**src/rtl/spi_pkg.sv**
```systemverilog
// rtl/spi_pkg.sv - shared encodings for the SPI transaction sequencer
package spi_pkg;

    typedef enum logic [2:0] {
        IDLE,
        SETUP,
        WAIT_RDY,
        XFER,
        GAP,
        HOLD
    } state_t;

    localparam int RW_BIT    = 7;
    localparam int BURST_BIT = 6;
    localparam int ADDR_MSB  = 5;

    localparam logic [7:0] RD_DUMMY = 8'h00;

    function automatic logic [7:0] make_header(input logic rw, input logic burst,
                                               input logic [ADDR_MSB:0] addr);
        logic [7:0] h;
        h             = '0;
        h[RW_BIT]     = rw;
        h[BURST_BIT]  = burst;
        h[ADDR_MSB:0] = addr;
        return h;
    endfunction

endpackage

```
**src/rtl/cycle_counter.sv**
```systemverilog
// rtl/cycle_counter.sv - loadable down-counter with terminal-count flag
module cycle_counter #(
    parameter int W = 13
) (
    input  logic         clk,
    input  logic         rst,
    input  logic         load,
    input  logic [W-1:0] load_val,
    output logic         tc
);

    logic [W-1:0] count;

    // Parks at zero so tc stays asserted until the next load.
    always_ff @(posedge clk or negedge rst) begin
        if (!rst) begin
            count <= '0;
        end else if (load) begin
            count <= load_val;
        end else if (count != '0) begin
            count <= count - 1'b1;
        end
    end

    assign tc = (count == '0);

endmodule

```
**src/rtl/spi_txn_ctrl.sv**
```systemverilog
// rtl/spi_txn_ctrl.sv - turns one register command into a CS-framed SPI transaction
module spi_txn_ctrl
    import spi_pkg::*;
#(
    parameter int TIMEOUT_CYC = 4096,
    parameter int CS_SETUP    = 4,
    parameter int CS_HOLD     = 4,
    parameter int MAX_LEN     = 16
) (
    input  logic                       clk,
    input  logic                       rst,
    input  logic                       cmd_valid,
    output logic                       cmd_ready,
    input  logic                       cmd_rw,
    input  logic                       cmd_burst,
    input  logic [5:0]                 cmd_addr,
    input  logic [$clog2(MAX_LEN)-1:0] cmd_len,
    input  logic [7:0]                 wr_data,
    output logic                       wr_req,
    output logic [7:0]                 rd_data,
    output logic                       rd_valid,
    output logic [7:0]                 status,
    output logic                       done,
    output logic                       timeout,
    output logic                       cs_n,
    output logic                       spi_start,
    output logic [7:0]                 spi_data_in,
    input  logic [7:0]                 spi_data_out,
    input  logic                       spi_new_data,
    input  logic                       spi_chip_rdy
);

    localparam int LEN_W   = $clog2(MAX_LEN);
    localparam int MAX_SH  = (CS_SETUP > CS_HOLD) ? CS_SETUP : CS_HOLD;
    localparam int CNT_MAX = (TIMEOUT_CYC > MAX_SH) ? TIMEOUT_CYC : MAX_SH;
    localparam int CW      = $clog2(CNT_MAX + 1);

    state_t             state;
    logic               rw_q;
    logic               hdr_phase;
    logic [7:0]         hdr_q;
    logic [LEN_W-1:0]   len_q;
    logic [LEN_W-1:0]   byte_cnt;
    logic               last_byte;
    logic               cnt_load;
    logic [CW-1:0]      cnt_val;
    logic               cnt_tc;

    assign last_byte = !hdr_phase && (byte_cnt == len_q);

    always_comb begin
        cnt_load = 1'b0;
        cnt_val  = '0;
        case (state)
            IDLE: if (cmd_ready && cmd_valid) begin
                cnt_load = 1'b1;
                cnt_val  = CW'(CS_SETUP - 1);
            end
            SETUP: if (cnt_tc) begin
                cnt_load = 1'b1;
                cnt_val  = CW'(TIMEOUT_CYC - 1);
            end
            XFER: if (spi_new_data && last_byte) begin
                cnt_load = 1'b1;
                cnt_val  = CW'(CS_HOLD - 1);
            end
            default: ;
        endcase
    end

    cycle_counter #(.W(CW)) u_cnt (
        .clk      (clk),
        .rst      (rst),
        .load     (cnt_load),
        .load_val (cnt_val),
        .tc       (cnt_tc)
    );

    always_ff @(posedge clk or negedge rst) begin
        if (!rst) begin
            state       <= IDLE;
            cmd_ready   <= 1'b0;
            cs_n        <= 1'b1;
            spi_start   <= 1'b0;
            spi_data_in <= 8'h00;
            rd_data     <= 8'h00;
            rd_valid    <= 1'b0;
            status      <= 8'h00;
            done        <= 1'b0;
            timeout     <= 1'b0;
            wr_req      <= 1'b0;
            rw_q        <= 1'b0;
            hdr_phase   <= 1'b0;
            hdr_q       <= 8'h00;
            len_q       <= '0;
            byte_cnt    <= '0;
        end else begin
            rd_valid <= 1'b0;
            done     <= 1'b0;
            timeout  <= 1'b0;
            wr_req   <= 1'b0;
            case (state)
                IDLE: begin
                    if (cmd_ready && cmd_valid) begin
                        cmd_ready <= 1'b0;
                        rw_q      <= cmd_rw;
                        hdr_q     <= make_header(cmd_rw, cmd_burst, cmd_addr);
                        len_q     <= cmd_len;
                        byte_cnt  <= '0;
                        hdr_phase <= 1'b1;
                        cs_n      <= 1'b0;
                        state     <= SETUP;
                    end else begin
                        cmd_ready <= 1'b1;
                    end
                end
                SETUP: if (cnt_tc) state <= WAIT_RDY;
                WAIT_RDY: begin
                    if (!spi_chip_rdy) begin
                        spi_data_in <= hdr_q;
                        spi_start   <= 1'b1;
                        state       <= XFER;
                    end else if (cnt_tc) begin
                        timeout <= 1'b1;
                        done    <= 1'b1;
                        cs_n    <= 1'b1;
                        state   <= IDLE;
                    end
                end
                XFER: if (spi_new_data) begin
                    spi_start <= 1'b0;
                    if (hdr_phase) begin
                        status    <= spi_data_out;
                        hdr_phase <= 1'b0;
                        wr_req    <= !rw_q;
                        state     <= GAP;
                    end else begin
                        if (rw_q) begin
                            rd_data  <= spi_data_out;
                            rd_valid <= 1'b1;
                        end
                        // Compare before incrementing so len=15 never wraps the counter.
                        if (last_byte) begin
                            state <= HOLD;
                        end else begin
                            byte_cnt <= byte_cnt + 1'b1;
                            wr_req   <= !rw_q;
                            state    <= GAP;
                        end
                    end
                end
                GAP: begin
                    spi_data_in <= rw_q ? RD_DUMMY : wr_data;
                    spi_start   <= 1'b1;
                    state       <= XFER;
                end
                HOLD: if (cnt_tc) begin
                    cs_n  <= 1'b1;
                    done  <= 1'b1;
                    state <= IDLE;
                end
                default: state <= IDLE;
            endcase
        end
    end

endmodule

```
**config.mk**
```make
export PLATFORM = sky130hd
export DESIGN_NAME = spi_txn_ctrl
export DESIGN_NICKNAME = d
export VERILOG_FILES = /design/src/rtl/spi_pkg.sv /design/src/rtl/cycle_counter.sv /design/src/rtl/spi_txn_ctrl.sv
export SDC_FILE = /design/constraint.sdc
export NUM_CORES = 1
export LEC_CHECK = 0
export BUFFER_PORTS_ARGS = -buffer_cell sky130_fd_sc_hd__buf_4
export CAP_MARGIN = 5
export CORE_ASPECT_RATIO = 0.6
export CORE_MARGIN = 4
export CORE_UTILIZATION = 58
export CTS_CLUSTER_DIAMETER = 80
export DETAILED_ROUTE_END_ITERATION = 8
export PLACE_DENSITY = 0.92
export SLEW_MARGIN = 40
export SYNTH_ARGS = -nofsm -noshare
export SYNTH_HDL_FRONTEND = slang
export SYNTH_SLANG_ARGS = --single-unit
```
**constraint.sdc**
```tcl
create_clock -name clk -period 4 [get_ports clk]
set_clock_uncertainty 0.15 [all_clocks]
set_input_delay 0.2 -clock clk [delete_from_list [all_inputs] [get_ports clk]]
set_output_delay 0.2 -clock clk [all_outputs]
set_load 0.02 [all_outputs]
```
==> impl_metrics.env, run 1 <==
export IMPL_status="finished, final reports clean"
export IMPL_synth_ff_latch_count=64
export IMPL_worst_endpoint_arrival_ps=2360
export IMPL_antenna_found_initial=0
export IMPL_drtIter0Drc=141
export IMPL_worst_path_largest_cell_delay_ps=720
export IMPL_antenna_diode_count=0
export IMPL_cts_tree="built"
export IMPL_switching_power_summed_over_all_nets_uw=262
export IMPL_routabilityCongestion=0.795
export IMPL_netSwitchingFraction=0.194
export IMPL_internal_power_mw=1.09
export IMPL_timing_critical_path_cells="nand4b_1 > nor2_1 > and2_1 > mux2_2"
export IMPL_cts_root_buf="sky130_fd_sc_hd__clkbuf_8"
export IMPL_cap_violations=0
export IMPL_grt_first_pass_wirelength_mm=12.5
export IMPL_place_detailed_instances=381
export IMPL_clkSinkCount=64
export IMPL_post_drt_wl_per_cell_um=17.9
export IMPL_die_height_um=63.5
export IMPL_postSynth_asyncResetShare=1.00
export IMPL_initial_utilization=0.626
export IMPL_synth_cell_area_mm2=0.00298
export IMPL_layout_drive_gt1_share=0.324
export IMPL_fin_setup_tns_ps=0
export IMPL_syn_inst_count=268
export IMPL_hpwl_mm=4.91
export IMPL_placed_cell_area_mm2=0.00345
export IMPL_power_density_mw_per_mm2=346
export IMPL_setup_worst_path_end_class="flop"
export IMPL_grt_start_max_net_pins=65
export IMPL_finalSetupViolCount=0
export IMPL_cp_buffers_inverters=0
export IMPL_rows=19
export IMPL_final_area_mm2=0.00390
export IMPL_area_delta_synth_final_pct=31.0
export IMPL_timing_critical_path_slowest_stage_cell="sky130_fd_sc_hd__dfrtp_1"
export IMPL_min_delay_path_class="in2reg"
export IMPL_post_cts_buffers=0
export IMPL_drt_wl_total_mm=7.50
export IMPL_fin_crit_ps=2290
export IMPL_post_synth_num_cell_types=51
export IMPL_synthesis_area_per_instance_um2=11.1
export IMPL_die_area_mm2=0.00638
export IMPL_routed_via_density=5.69
export IMPL_required_ps=4070
export IMPL_grt_pass1_vias=2519
export IMPL_synth_yosys_warnings=0
export IMPL_cts_buffer_depth=2
export IMPL_drtPass1Iterations=5
export IMPL_synth_area_leader_cell="sky130_fd_sc_hd__dfrtp_1"
export IMPL_drt_drc_violations_left=0
export IMPL_ir_drop_uv=265
export IMPL_static_power_due_to_leakage_nw=1.85
export IMPL_dominantRegCellSynth="sky130_fd_sc_hd__dfrtp_1"
export IMPL_fin_cells=418
export IMPL_share_of_the_yosys_chip_area_belonging_to_registers=0.538
export IMPL_hold_slack_ps=68.5
export IMPL_globalRouteOverflowTotal=0
export IMPL_synthesis_nets=303
export IMPL_criticalPathCategory="reg2reg"
export IMPL_worst_path_max_fanout=21
export IMPL_tightest_slew_ps=681
export IMPL_yosys_area_top_type_share=0.530
export IMPL_post_route_period_util=0.572
export IMPL_synth_enable_flop_cells=0
export IMPL_core_area_mm2=0.00475
export IMPL_ant_nets=0
export IMPL_detailroute_via_count=2377
export IMPL_slew_violations=0
export IMPL_chipWidth_um=100
export IMPL_portBuffers=63
export IMPL_post_route_core_utilization=0.820
export IMPL_boundaryPins=64
export IMPL_clkSlewWorstSetupHoldPaths_ps=60
export IMPL_setup_worst_path_start_class="flop"
export IMPL_nets=385
export IMPL_gr_usage_all_layers=0.254
export IMPL_pwr_share_clk=0.476
export IMPL_path_delay_family="simple AND/OR/NAND/NOR gates"
export IMPL_power_share_sequential=0.480
export IMPL_combinational_share_of_power=0.044
export IMPL_timing_fmax_ghz=0.437
export IMPL_grt_setup_unrepaired="false"
export IMPL_worst_rel_slew_slack=0.546
export IMPL_ctsHtreeMaxLevel=3
export IMPL_hold_viol=0
export IMPL_yosys_top_cells_area="sky130_fd_sc_hd__dfrtp_1 53%, sky130_fd_sc_hd__mux2_2 11%, sky130_fd_sc_hd__a21oi_1 4.2%"
export IMPL_cts_made_buffers=9
export IMPL_clkLatencyLatePin_ps=340
metal layers:
layer	wire, µm	part of all wire	global-route usage
met5	0	0	0
met4	60	0.0080	0.0790
met3	563	0.075	0.0706
met2	3560	0.48	0.404
met1	3310	0.44	0.338
worst paths after layout:
check,to,cells after the start,slack [ps],from
worst min register to register,status[7]$_DFFE_PN0P_,1,360,status[7]$_DFFE_PN0P_
worst max register to register,rd_data[2]$_DFFE_PN0P_,4,1710,state[0]$_DFFE_PN0P_
max in group asynchronous,hdr_phase$_DFFE_PN0P_,2,3060,rst
min in group asynchronous,len_q[2]$_DFFE_PN0P_,2,260,rst
worst min-delay path,state[0]$_DFFE_PN0P_,3,70,cmd_valid
worst max-delay path,rd_data[2]$_DFFE_PN0P_,4,1710,state[0]$_DFFE_PN0P_
cell type report:
cell class	count	area, µm²
tap	63	78.8
clock inverter	2	60.1
multi-input combinational	185	1270
sequential	64	1600
inverter	5	18.8
clock buffer	14	173
timing repair buffer	85	694
fill	251	856
registers in the layout (all words and copies together), names as in the netlist, 3 cells and up:
signal,flops
status,8
len_q,4
state,3
u_cnt.count,13
rd_data,8
byte_cnt,4
spi_data_in,8
hdr_q,8
power by group through the flow:
stage               clock (mW)  sequential [mW]  combinational [mW]
detailed placement           0            0.659              0.0419
global placement             0            0.659              0.0414
finish                   0.641            0.647              0.0587
floorplan                    0            0.659             0.00223
CTS                      0.646            0.647              0.0585
global route             0.686            0.647              0.0644
layout by cell type (no fill, tap or decap), types with 2 or more instances in the layout:
master and n:
sky130_fd_sc_hd__xor2_1 4, sky130_fd_sc_hd__nor2b_1 6, sky130_fd_sc_hd__clkbuf_8 12, sky130_fd_sc_hd__a31oi_1 2
sky130_fd_sc_hd__nor2_1 23, sky130_fd_sc_hd__o21ai_0 7, sky130_fd_sc_hd__dfrtp_1 63, sky130_fd_sc_hd__nand4b_1 3
sky130_fd_sc_hd__or3_1 2, sky130_fd_sc_hd__a21oi_1 25, sky130_fd_sc_hd__inv_1 5, sky130_fd_sc_hd__buf_4 63
sky130_fd_sc_hd__nor3b_1 8, sky130_fd_sc_hd__dlygate4sd3_1 21, sky130_fd_sc_hd__nand2b_1 2, sky130_fd_sc_hd__nand4_1 2
sky130_fd_sc_hd__nand3_1 4, sky130_fd_sc_hd__clkbuf_1 2, sky130_fd_sc_hd__ha_1 2, sky130_fd_sc_hd__mux2_2 28
sky130_fd_sc_hd__xnor2_1 11, sky130_fd_sc_hd__and3_1 2, sky130_fd_sc_hd__or4_1 2, sky130_fd_sc_hd__nor3_1 3
sky130_fd_sc_hd__bufinv_16 2, sky130_fd_sc_hd__nand2_1 25
synthesized netlist by cell type, drive strengths merged (3+ instances only):
| master | instances |
|---|---|
| nand4b | 3 |
| nor3b | 8 |
| nor3 | 3 |
| o21ai | 8 |
| mux2 | 28 |
| nand2 | 26 |
| nor2b | 6 |
| dfrtp | 63 |
| nor2 | 24 |
| inv | 5 |
| xor2 | 4 |
| buf | 12 |
| xnor2 | 11 |
| a21oi | 25 |
| nand3 | 5 |
worst register-to-register path: stages (launching register included):
cell	delay [ps]
sky130_fd_sc_hd__dfrtp_1	720
sky130_fd_sc_hd__nand4b_1	240
sky130_fd_sc_hd__nor2_1	250
sky130_fd_sc_hd__and2_1	420
sky130_fd_sc_hd__mux2_2	400
cells by family (layout without fill, tap and decap cells):
family | count (synthesis) | count (layout) | synth area share
AND/OR/NAND/NOR | 95 | 95 | 0.176
buffers and inverters | 19 | 106 | 0.0345
XOR/XNOR | 15 | 15 | 0.0441
adder cells (fa/ha/maj) | 2 | 2 | 0.00841
flip-flops | 64 | 64 | 0.538
multiplexers | 28 | 28 | 0.106
AO/OA/AOI/OAI | 45 | 45 | 0.0925
per-stage QoR:
step                      worst slack (ps)  power (mW)
final                                 1710        1.35
after global routing                  1570        1.40
after CTS                             1760        1.35
after detailed placement              1790       0.701
after global placement                1890       0.701
after floorplan                       1970       0.662
repair_timing:
item	CTS	global route
hold buffers	21	0
gates resized for setup	0	0
hold endpoints to repair	91	0
Power figures use the tool's default switching activity.
==> inputs of run 2 (changes only) <==
--- a/config.mk
+++ b/config.mk
@@ -9,10 +9,10 @@
 export CAP_MARGIN = 5
 export CORE_ASPECT_RATIO = 0.6
 export CORE_MARGIN = 4
-export CORE_UTILIZATION = 58
+export CORE_UTILIZATION = 54
 export CTS_CLUSTER_DIAMETER = 80
 export DETAILED_ROUTE_END_ITERATION = 8
-export PLACE_DENSITY = 0.92
+export PLACE_DENSITY = 0.87
 export SLEW_MARGIN = 40
 export SYNTH_ARGS = -nofsm -noshare
 export SYNTH_HDL_FRONTEND = slang
==> constraint.sdc (replaced) <==
create_clock -name clk -period 2.3 [get_ports clk]
set_clock_uncertainty 0.15 [all_clocks]
set_input_delay 0.115 -clock clk [delete_from_list [all_inputs] [get_ports clk]]
set_output_delay 0.115 -clock clk [all_outputs]
set_load 0.02 [all_outputs]
==> impl_metrics.env, run 2 (synthesized netlist as in run 1, its figures left out) <==
export IMPL_power_total_mw=2.04
export IMPL_hold_viol=0
export IMPL_grt_setup_unrepaired="false"
export IMPL_ctsHtreeMaxLevel=3
export IMPL_internal_power_mw=1.60
export IMPL_globalRouteOverflowTotal=0
export IMPL_setup_worst_path_start_class="flop"
export IMPL_largest_reg_flops=13
export IMPL_grt_start_max_net_pins=65
export IMPL_layout_commonest_cell="sky130_fd_sc_hd__buf_4"
export IMPL_cts_buffer_depth=2
export IMPL_gr_usage_all_layers=0.223
export IMPL_post_drt_wl_per_cell_um=16.1
export IMPL_finalSetupViolCount=0
export IMPL_grt_first_pass_wirelength_mm=11.9
export IMPL_rows=20
export IMPL_routed_via_density=5.47
export IMPL_setup_worst_path_end_class="flop"
export IMPL_power_share_sequential=0.551
export IMPL_clkLatencyLatePin_ps=340
export IMPL_required_ps=2420
export IMPL_timing_fmax_ghz=0.469
export IMPL_grt_pass1_vias=2373
export IMPL_post_cts_buffers=0
export IMPL_most_common_layout_cells="68 x sky130_fd_sc_hd__buf_4, 63 x sky130_fd_sc_hd__dfrtp_1, 28 x sky130_fd_sc_hd__mux2_2"
export IMPL_power_density_mw_per_mm2=525
export IMPL_portBuffers=63
export IMPL_worst_endpoint_arrival_ps=2250
export IMPL_switching_power_summed_over_all_nets_uw=441
export IMPL_antenna_found_initial=0
export IMPL_drtIter0Drc=269
export IMPL_registers_top_by_ff_count="u_cnt.count"
export IMPL_cap_violations=0
export IMPL_die_height_um=65.5
export IMPL_core_area_mm2=0.00520
export IMPL_clkSinkCount=64
export IMPL_area_delta_synth_final_pct=30.8
export IMPL_min_delay_path_class="in2reg"
export IMPL_detailroute_via_count=2341
export IMPL_drtPass1Iterations=5
export IMPL_drt_drc_violations_left=0
export IMPL_worst_rel_slew_slack=0.579
export IMPL_criticalPathCategory="reg2reg"
export IMPL_fin_crit_ps=2130
export IMPL_fin_cells=428
export IMPL_boundaryPins=64
export IMPL_layout_drive_gt1_share=0.331
export IMPL_drt_wl_total_mm=6.91
export IMPL_antenna_diode_count=0
export IMPL_post_route_period_util=0.927
export IMPL_netSwitchingFraction=0.216
export IMPL_pwr_share_clk=0.398
export IMPL_status="finished, final reports clean"
export IMPL_slew_violations=0
export IMPL_chipWidth_um=104
export IMPL_clkSlewWorstSetupHoldPaths_ps=60
export IMPL_fin_setup_tns_ps=0
export IMPL_static_power_due_to_leakage_nw=1.86
export IMPL_die_area_mm2=0.00680
export IMPL_place_detailed_instances=389
export IMPL_ir_drop_uv=366
export IMPL_worst_path_max_fanout=15
export IMPL_combinational_share_of_power=0.051
export IMPL_ant_nets=0
export IMPL_routabilityCongestion=0.826
export IMPL_cts_made_buffers=9
export IMPL_hpwl_mm=4.72
export IMPL_tightest_slew_ps=631
export IMPL_cts_root_buf="sky130_fd_sc_hd__clkbuf_8"
export IMPL_initial_utilization=0.572
export IMPL_nets=392
export IMPL_cts_tree="built"
[run 2: cell count changes in the layout (fill, tap and decap cells not counted)]
cell                            delta
sky130_fd_sc_hd__clkbuf_8          -2
sky130_fd_sc_hd__bufinv_16         -2
sky130_fd_sc_hd__buf_4             +5
sky130_fd_sc_hd__clkinv_2          +4
sky130_fd_sc_hd__dlygate4sd3_1     +2
[run 2: power groups by stage]
stage               sequential, mW  combinational, mW  clock (mW)
CTS                           1.13              0.104       0.837
finish                        1.13              0.104       0.813
global route                  1.12              0.114       0.897
global placement              1.15             0.0709           0
detailed placement            1.15             0.0716           0
floorplan                     1.15            0.00387           0
[run 2: path summary, 6_finish.rpt]
kind | from | end | slack (ps) | cells after the start
max | state[0]$_DFFE_PN0P_ | byte_cnt[2]$_DFFE_PN0P_ | 170 | 6
max in group asynchronous | rst | rd_data[6]$_DFFE_PN0P_ | 1430 | 2
min in group asynchronous | rst | state[1]$_DFFE_PN0P_ | 150 | 2
min reg2reg | status[6]$_DFFE_PN0P_ | status[6]$_DFFE_PN0P_ | 360 | 1
min | spi_chip_rdy | state[1]$_DFFE_PN0P_ | 50 | 4
max reg2reg | state[0]$_DFFE_PN0P_ | byte_cnt[2]$_DFFE_PN0P_ | 170 | 6
[run 2: area by class of cell]
| class | count | area [µm²] |
|---|---|---|
| inverters | 5 | 18.8 |
| fillers | 348 | 1310 |
| flip-flops and latches | 64 | 1600 |
| clock inverters | 4 | 20.0 |
| well taps | 66 | 82.6 |
| multi-input cells | 185 | 1270 |
| repair buffers | 92 | 752 |
| clock buffers | 12 | 145 |
[run 2: layer usage]
layer	wire length, µm	track usage
met5	0	0
met4	61	0.0531
met3	545	0.0873
met2	3190	0.351
met1	3110	0.294
[run 2: critical path: stages, from the launching register on]
cell,delay [ps]
sky130_fd_sc_hd__dfrtp_1,460
sky130_fd_sc_hd__buf_4,220
sky130_fd_sc_hd__nand4bb_1,190
sky130_fd_sc_hd__a21oi_1,270
sky130_fd_sc_hd__o21ai_0,240
sky130_fd_sc_hd__or3_1,370
sky130_fd_sc_hd__a21oi_1,150
[run 2: repair_timing]
action	4_1_cts	5_1_grt
hold buffers	23	0
gates resized for setup	0	0
endpoints found under the hold margin	94	0
[run 2: metrics by stage]
step                cell area [µm²]  utilization  hold WS, ps  worst slack [ps]
global placement               3490        0.671          101               279
floorplan                      2980            -         -331               272
CTS                            3890        0.747         40.5               191
detailed placement             3490        0.671          103               206
finish                         3890        0.748         51.1               169
global route                   3890        0.748         76.7              2.36
==> inputs of run 3 (changes only) <==
--- a/config.mk
+++ b/config.mk
@@ -13,6 +13,7 @@
 export CTS_CLUSTER_DIAMETER = 80
 export DETAILED_ROUTE_END_ITERATION = 8
 export PLACE_DENSITY = 0.87
+export RECOVER_POWER = 25
 export SLEW_MARGIN = 40
 export SYNTH_ARGS = -nofsm -noshare
 export SYNTH_HDL_FRONTEND = slang
==> impl_metrics.env, run 3 (synthesized netlist as in run 1, its figures left out) <==
export IMPL_grt_start_max_net_pins=65
export IMPL_slew_violations=65
export IMPL_setup_worst_path_end_class="flop"
export IMPL_rows=20
export IMPL_final_fill_count=350
export IMPL_violations_in_the_final_reports="capacitance limit, slew limit"
export IMPL_worst_endpoint_arrival_ps=2260
export IMPL_routabilityCongestion=0.826
export IMPL_nets=392
export IMPL_path_delay_family="compound AO/OA/AOI/OAI gates"
export IMPL_clkSlewWorstSetupHoldPaths_ps=60
export IMPL_worst_path_max_fanout=15
export IMPL_min_delay_path_class="in2reg"
export IMPL_power_density_mw_per_mm2=526
export IMPL_timing_critical_path_cells="buf_4 > nand4bb_1 > a21oi_1 > o21ai_0 > or3_1 > a21oi_1"
export IMPL_worst_rel_slew_slack=-0.0183
export IMPL_area_delta_synth_final_pct=30.6
export IMPL_cts_resized=0
export IMPL_layout_drive_gt1_share=0.331
export IMPL_die_area_mm2=0.00680
export IMPL_routed_via_density=5.49
export IMPL_worst_path_largest_cell_delay_ps=460
export IMPL_hold_path_endpoint="state[1]$_DFFE_PN0P_"
export IMPL_globalRouteOverflowTotal=0
export IMPL_fin_crit_ps=2140
export IMPL_critPathMostFrequentCell="sky130_fd_sc_hd__a21oi_1"
export IMPL_core_area_mm2=0.00520
export IMPL_portBuffers=63
export IMPL_ctsHtreeMaxLevel=3
export IMPL_cts_made_buffers=9
export IMPL_grt_setup_unrepaired="false"
export IMPL_fin_setup_tns_ps=0
export IMPL_detailedPlace_worstSlack_ps=206
export IMPL_placed_cell_area_mm2=0.00349
export IMPL_cts_tree="built"
export IMPL_power_total_mw=2.04
export IMPL_required_ps=2420
export IMPL_register_to_register_setup_slack_ps=160
export IMPL_grt_pass1_vias=2373
export IMPL_cts_root_buf="sky130_fd_sc_hd__clkbuf_8"
export IMPL_chipWidth_um=104
export IMPL_final_area_mm2=0.00389
export IMPL_post_drt_wl_per_cell_um=16.1
export IMPL_die_height_um=65.5
export IMPL_tightest_slew_ps=1530
export IMPL_top_signal_layer_used="met4"
export IMPL_critical_path_reg2reg_startpoint="state[0]$_DFFE_PN0P_"
export IMPL_setup_worst_path_start_class="flop"
export IMPL_ir_drop_uv=364
export IMPL_timing_critical_path_slowest_stage_cell="sky130_fd_sc_hd__dfrtp_1"
export IMPL_layout_commonest_cell="sky130_fd_sc_hd__buf_4"
export IMPL_hp_start="spi_chip_rdy"
export IMPL_antenna_found_initial=0
export IMPL_boundaryPins=64
export IMPL_most_common_layout_cells="68 x sky130_fd_sc_hd__buf_4, 63 x sky130_fd_sc_hd__dfrtp_1, 28 x sky130_fd_sc_hd__mux2_2"
export IMPL_gr_usage_all_layers=0.223
export IMPL_met1_length_mm=3.13
export IMPL_cts_buffer_depth=2
export IMPL_worst_slack_ps=164
export IMPL_wl_met3_um=491
export IMPL_cp_buffers_inverters=1
export IMPL_route_met2_wl_mm=3.21
export IMPL_reg2reg_end="byte_cnt[2]$_DFFE_PN0P_"
export IMPL_timing_fmax_ghz=0.468
export IMPL_post_route_period_util=0.929
export IMPL_criticalPathCategory="reg2reg"
export IMPL_largest_reg_flops=13
export IMPL_cap_violations=1
export IMPL_ant_nets=0
export IMPL_detailroute_via_count=2348
export IMPL_reg2regPathDepth=6
export IMPL_clkLatencyLatePin_ps=340
export IMPL_finalSetupViolCount=0
export IMPL_clkSinkCount=64
export IMPL_hold_viol=0
export IMPL_drtIter0Drc=269
export IMPL_drtPass1Iterations=4
export IMPL_status="finished with violations"
export IMPL_registers_top_by_ff_count="u_cnt.count"
export IMPL_antenna_diode_count=0
export IMPL_hpwl_mm=4.72
export IMPL_grt_first_pass_wirelength_mm=11.9
export IMPL_initial_utilization=0.572
export IMPL_drt_wl_total_mm=6.88
export IMPL_worstHoldPathCells=4
export IMPL_static_power_due_to_leakage_nw=1.86
export IMPL_drt_drc_violations_left=0
==> run 3: cell count changes in the layout (fill, tap and decap cells not counted) <==
cell and delta:
sky130_fd_sc_hd__clkbuf_2 +1, sky130_fd_sc_hd__buf_6 -1
==> run 3: power by group <==
part | internal, mW | switching, mW | total, mW
registers | 1.13 | 0 | 1.13
clock network | 0.413 | 0.403 | 0.816
logic | 0.0620 | 0.0400 | 0.102
total | 1.60 | 0.443 | 2.04
==> run 3: tightest hold or removal path: stages <==
cell                      delay, ps
sky130_fd_sc_hd__buf_4          120
sky130_fd_sc_hd__inv_1           40
sky130_fd_sc_hd__a21oi_1         70
sky130_fd_sc_hd__o21ai_0        150
==> run 3: what timing repair did <==
item,in CTS,in global routing
setup buffers,0,0
hold endpoints to repair,94,0
hold buffers,23,0
==> run 3: through the flow <==
step	util	hold slack [ps]	instances
after global placement	0.671	101	389
after detailed placement	0.671	103	389
after global routing	0.747	76.7	428
after CTS	0.747	40.5	428
after floorplan	-	-331	268
final	0.747	46.1	428
==> run 3: final cells by class <==
type                    count  area [µm²]  area share
flip-flops and latches     64        1600       0.412
well taps                  66        82.6      0.0212
clock buffers              12         145      0.0373
clock inverters             4        20.0     0.00515
multi-input cells         185        1270       0.327
repair buffers             92         746       0.192
inverters                   5        18.8     0.00483
==> run 3: how the worst max path moves through the flow <==
stage / from / end / slack, ps / cells after the start
finish: state[0]$_DFFE_PN0P_ / byte_cnt[2]$_DFFE_PN0P_ / 160 / 6
global route: u_cnt.count[9]$_DFFE_PN0P_ / state[1]$_DFFE_PN0P_ / 2 / 4
CTS: u_cnt.count[0]$_DFFE_PN0P_ / u_cnt.count[3]$_DFFE_PN0P_ / 190 / 7
detailed placement: u_cnt.count[0]$_DFFE_PN0P_ / u_cnt.count[3]$_DFFE_PN0P_ / 210 / 7
global placement: u_cnt.count[0]$_DFFE_PN0P_ / u_cnt.count[3]$_DFFE_PN0P_ / 280 / 7
floorplan: u_cnt.count[0]$_DFFE_PN0P_ / u_cnt.count[3]$_DFFE_PN0P_ / 270 / 8
==> run 3: layer usage <==
| layer | GRT usage | vias up |
|---|---|---|
| met3 | 0.0873 | 6 |
| li1 | - | 1120 |
| met2 | 0.351 | 89 |
| met5 | 0 | - |
| met4 | 0.0531 | 0 |
| met1 | 0.294 | 1133 |
